==> src/rtl/sumador_pkg.sv <==
// Shared types and default sizing for the sequential chunked adder.
package sumador_pkg;

  localparam int DEF_WIDTH = 8;
  localparam int DEF_CHUNK = 4;

  typedef enum logic [1:0] {
    IDLE = 2'd0,
    RUN  = 2'd1,
    DONE = 2'd2
  } state_t;

endpackage

==> src/rtl/sumador_chunk.sv <==
// Combinational CHUNK-bit adder slice with carry in and carry out.
module sumador_chunk #(
  parameter int CHUNK = 4
) (
  input  logic [CHUNK-1:0] a_i,
  input  logic [CHUNK-1:0] b_i,
  input  logic             cin_i,
  output logic [CHUNK-1:0] sum_o,
  output logic             cout_o
);

  assign {cout_o, sum_o} = {1'b0, a_i} + {1'b0, b_i} + {{CHUNK{1'b0}}, cin_i};

endmodule

==> src/rtl/sumador_secuencial.sv <==
// Sequential adder: one CHUNK-bit slice per clock, LSB slice first.
// Optional subtract mode is enabled by defining SUMADOR_SUB_EN.
module sumador_secuencial
  import sumador_pkg::*;
#(
  parameter int WIDTH = DEF_WIDTH,
  parameter int CHUNK = DEF_CHUNK
) (
  input  logic             clk,
  input  logic             rst,
  input  logic             start,
  input  logic [WIDTH-1:0] a,
  input  logic [WIDTH-1:0] b,
  input  logic             sub,
  output logic             busy,
  output logic             done,
  output logic [WIDTH:0]   sum,
  output logic             cout
);

  localparam int N    = WIDTH / CHUNK;
  localparam int IDXW = (N > 1) ? $clog2(N) : 1;
  localparam logic [IDXW-1:0] LAST = IDXW'(N - 1);

  if (CHUNK < 1 || CHUNK > WIDTH || (WIDTH % CHUNK) != 0) begin : g_bad_cfg
    $error("sumador_secuencial: WIDTH must be a multiple of CHUNK with 1 <= CHUNK <= WIDTH");
  end

  logic sub_eff;
`ifdef SUMADOR_SUB_EN
  assign sub_eff = sub;
`else
  // Masked to a constant so the inversion and carry preset fold away.
  assign sub_eff = sub & 1'b0;
`endif

  state_t             state_q;
  logic [WIDTH-1:0]   a_q, b_q, acc_q, acc_d;
  logic [WIDTH:0]     sum_q;
  logic [IDXW-1:0]    idx_q;
  logic               carry_q, busy_q, done_q;
  logic [CHUNK-1:0]   slice_a, slice_b, slice_sum;
  logic               slice_cout;

  assign slice_a = a_q[idx_q*CHUNK +: CHUNK];
  assign slice_b = b_q[idx_q*CHUNK +: CHUNK];

  sumador_chunk #(.CHUNK(CHUNK)) u_chunk (
    .a_i    (slice_a),
    .b_i    (slice_b),
    .cin_i  (carry_q),
    .sum_o  (slice_sum),
    .cout_o (slice_cout)
  );

  // Partial result accumulates privately; sum only updates on completion.
  always_comb begin
    acc_d = acc_q;
    acc_d[idx_q*CHUNK +: CHUNK] = slice_sum;
  end

  always_ff @(posedge clk) begin
    if (rst) begin
      state_q <= IDLE;
      a_q     <= '0;
      b_q     <= '0;
      acc_q   <= '0;
      sum_q   <= '0;
      idx_q   <= '0;
      carry_q <= 1'b0;
      busy_q  <= 1'b0;
      done_q  <= 1'b0;
    end else begin
      done_q <= 1'b0;
      case (state_q)
        IDLE: begin
          if (start) begin
            a_q     <= a;
            b_q     <= sub_eff ? ~b : b;
            carry_q <= sub_eff;
            idx_q   <= '0;
            busy_q  <= 1'b1;
            state_q <= RUN;
          end
        end
        RUN: begin
          acc_q   <= acc_d;
          carry_q <= slice_cout;
          idx_q   <= idx_q + 1'b1;
          if (idx_q == LAST) begin
            sum_q   <= {slice_cout, acc_d};
            busy_q  <= 1'b0;
            done_q  <= 1'b1;
            state_q <= DONE;
          end
        end
        DONE: state_q <= IDLE;
        default: begin
          busy_q  <= 1'b0;
          state_q <= IDLE;
        end
      endcase
    end
  end

  assign busy = busy_q;
  assign done = done_q;
  assign sum  = sum_q;
  assign cout = sum_q[WIDTH];

endmodule

==> config.mk <==
export PLATFORM = sky130hd
export DESIGN_NAME = sumador_secuencial
export DESIGN_NICKNAME = d
export VERILOG_FILES = /design/src/rtl/sumador_pkg.sv /design/src/rtl/sumador_chunk.sv /design/src/rtl/sumador_secuencial.sv
export SDC_FILE = /design/constraint.sdc
export NUM_CORES = 1
export LEC_CHECK = 0
export CAP_MARGIN = 20
export CORE_UTILIZATION = 38
export DETAILED_ROUTE_END_ITERATION = 8
export DONT_BUFFER_PORTS = 1
export HOLD_SLACK_MARGIN = 0.05
export PLACE_DENSITY = 0.57
export SETUP_SLACK_MARGIN = 0.2
export SLEW_MARGIN = 5
export SYNTH_ARGS = -nofsm -noshare
export SYNTH_HDL_FRONTEND = slang
export SYNTH_HIERARCHICAL = 1
export SYNTH_SLANG_ARGS = --single-unit
==> constraint.sdc <==
create_clock -name clk -period 2.72 [get_ports clk]
set_clock_uncertainty 0.1 [all_clocks]
set_input_delay 0.544 -clock clk [delete_from_list [all_inputs] [get_ports clk]]
set_output_delay 0.544 -clock clk [all_outputs]
set_load 0.03 [all_outputs]
==> flow_summary.yaml <==
worst_hold_path:
  hold_class: "input pin to flop"
  hold_depth: 1
synth:
  synth.net_count: 200
  syn_area_sq_um: 1530
  ys_seq_area_share_pct: 45.8
  yosys_register_bits: 35
  synth_area_per_cell_sq_um: 8.75
  synth_cells: 175
  yosys_warnings: 6
  synthDistinctLibCells: 31
cts:
  cts_root_buf: "clkbuf_8"
  path_clk_slew_ns: 0.07
  cts_max_path_buffers: 2
  clock_sinks: 35
  cts_made_buffers: 5
  htree_num_levels: 2
  clk_latency_ns: 0.28
  ctsHoldBuffers: 0
  cts_tree: "yes"
timing:
  period_minus_slack_ns: 2.37
  final-hold-violation-count: 0
  fmax_ghz: 0.421
  rsz0062_at_grt: "no"
  relSlewSlack_pct: 59.4
  fin_crit_sh_pct: 87.3
  tightestPinTransition_ns: 0.608
  finalMaxSlewViolations: 0
  setup_viol: 0
  setup-tns-final_ns: 0
setup_path:
  cp-start-kind: "flop"
  required_ns: 2.80
  reg2reg_slack_ns: 0.35
  crit_path_end: "carry_q"
  crit_arrival_ns: 2.45
  critPathKind: "flop to flop"
  critPathCaptureType: "flop"
  r2r-end: "carry_q"
  rr_worst_depth: 9
  r2r-start: "idx_q"
  cp-startpoint: "idx_q"
  cp_max_fo: 8
finish:
  drive_above_1_share_pct: 12.9
  nFillCells: 394
  num_antenna_cells: 0
  register_area_sq_um: 702
  final_util_pct: 43.6
  final_common_cell: "nand2_1"
  syn2layout_area_growth_pct: 7.43
  nNetsFinal: 195
  final_cell_mix: "48 x nand2_1, 34 x dfxtp_1, 27 x a21oi_1"
  multi_input_area_sq_um: 721
die:
  die_w_um: 65.5
  die_y_um: 65.5
  die-area_sq_um: 4290
  initial_core_util_pct: 40.6
  ios: 32
  core_area_sq_um: 3770
  std_cell_rows: 22
pwr:
  p_leak_nw: 0.628
  powerDensity_nw_per_um2: 735
  vdd_drop_max_mv: 0.298
place:
  post-dp-hpwl_mm: 2.01
  gp_congestion: 0.760
  port-buffer-count: 0
grt:
  met2_usage_pct: 25.9
  grt_pass1_wl_mm: 4.83
  gr-usage-met1_pct: 16.5
  grtUsageMet3_pct: 4.86
  grt.total_usage_pct: 15.2
  grt_max_degree: 37
  gr-total-overflow: 0
  gr-max-usage-layer: "met2"
  grt_pass1_vias: 1144
  antenna_found_initial: 0
route:
  viasPerCell: 4.89
  ant_nets: 0
  drt_iter0_drc: 53
  vias: 1072
  firstDrtPassIters: 4
  drcViolationCount: 0
  wl_mm: 2.76
  post_drt_wl_per_cell_um: 12.6
run_status:
  status: "finished clean"
run:
  drv_cap: 0
[per-layer routing]
metal / vias to the layer above / part of all wire, %
met1: 494 / 45
met4: 0 / 0.87
met5: - / 0
met2: 17 / 49
met3: 4 / 5.0
li1: 557 / -
[synthesized netlist by cell type]
master | instances | share of area, %
and3b_1 | 1 | 0.57
o21ai_0 | 1 | 0.33
nand3_1 | 1 | 0.33
a21oi_2 | 1 | 0.57
nor3b_2 | 1 | 0.82
nand3b_1 | 1 | 0.49
nor2b_1 | 1 | 0.41
o31ai_1 | 1 | 0.49
nor3_1 | 1 | 0.33
buf_2 | 4 | 1.3
buf_6 | 2 | 1.5
a21o_1 | 1 | 0.49
a21oi_1 | 27 | 8.8
nand2b_1 | 1 | 0.41
fa_1 | 2 | 2.6
o21bai_1 | 1 | 0.49
or3b_1 | 1 | 0.57
inv_1 | 6 | 1.5
nor3b_4 | 1 | 1.2
clkbuf_1 | 4 | 0.98
buf_8 | 1 | 0.98
buf_4 | 2 | 0.98
nand2_1 | 48 | 12
nand2_2 | 2 | 0.82
xnor2_1 | 2 | 1.1
mux2i_1 | 5 | 3.3
dfxtp_1 | 35 | 46
a32oi_1 | 1 | 0.57
nor2_1 | 9 | 2.2
ha_1 | 3 | 2.5
mux2_2 | 8 | 5.9
[where the power goes]
group | leakage, nW | switching (mW) | total, mW | internal, mW
logic | 0.277 | 0.0546 | 0.102 | 0.0473
registers | 0.286 | 0.0272 | 0.565 | 0.538
clock network | 0.0654 | 0.176 | 0.542 | 0.366
[state kept, by name, indices dropped and copies added (netlist names)]
register	flops
sum	9
a_q	8
b_q	8
acc_q	4
state_q	2
busy	1
carry_q	1
done	1
idx_q	1
[area by class of cell]
| class | count | share of cell area, % |
|---|---|---|
| sequential | 35 | 42.7 |
| inverter | 6 | 1.37 |
| clock inverter | 2 | 3.65 |
| timing repair buffer | 1 | 0.456 |
| multi-input combinational | 121 | 43.8 |
| clock buffer | 6 | 4.41 |
| tap | 48 | 3.65 |
[per-stage QoR]
| stage | hold WS (ns) | cells | power (mW) | worst slack (ns) | cell area [sq um] |
|---|---|---|---|---|---|
| after global placement | 0.338 | 211 | 0.676 | 0.385 | 1510 |
| after floorplan | 0.331 | 175 | 0.674 | 0.411 | 1530 |
| after global routing | 0.213 | 219 | 1.26 | 0.201 | 1650 |
| after detailed placement | 0.340 | 211 | 0.680 | 0.291 | 1510 |
| after CTS | 0.216 | 219 | 1.22 | 0.268 | 1640 |
| final | 0.230 | 219 | 1.21 | 0.346 | 1650 |
[kinds of logic (layout without fill, tap and decap cells)]
family	Yosys count	in the layout	share of synthesized area [%]
multiplexers	13	13	9.15
flip-flops	35	35	45.8
XOR/XNOR	2	2	1.14
AND/OR/NAND/NOR	68	68	19.9
adder cells (fa/ha/maj)	5	5	5.07
buffers and inverters	19	15	7.19
AO/OA/AOI/OAI	33	33	11.8
[how the worst min path moves through the flow]
stage / from / end / slack, ns
final: rst / b_q[1] / 0.23
after global routing: rst / sum[3] / 0.21
after CTS: rst / sum[1] / 0.22
after detailed placement: b_q[7] / b_q[7] / 0.34
after global placement: b_q[4] / b_q[4] / 0.34
after floorplan: acc_q[0] / sum[0] / 0.33
[critical path: stages (launching register included)]
cell and delay [ns]:
dfxtp_2 0.43, mux2_2 0.38, fa_1 0.45, inv_1 0.08, fa_1 0.21, nor2b_1 0.06
o21ai_0 0.17, nand2b_1 0.12, a32oi_1 0.21, nor2_1 0.05
[what timing repair did]
action | 4_1_cts | 5_1_grt
setup endpoints to repair | 0 | 1
resized for setup | 0 | 1
buffers inserted | 0 | 0
Power figures use the tool's default switching activity.
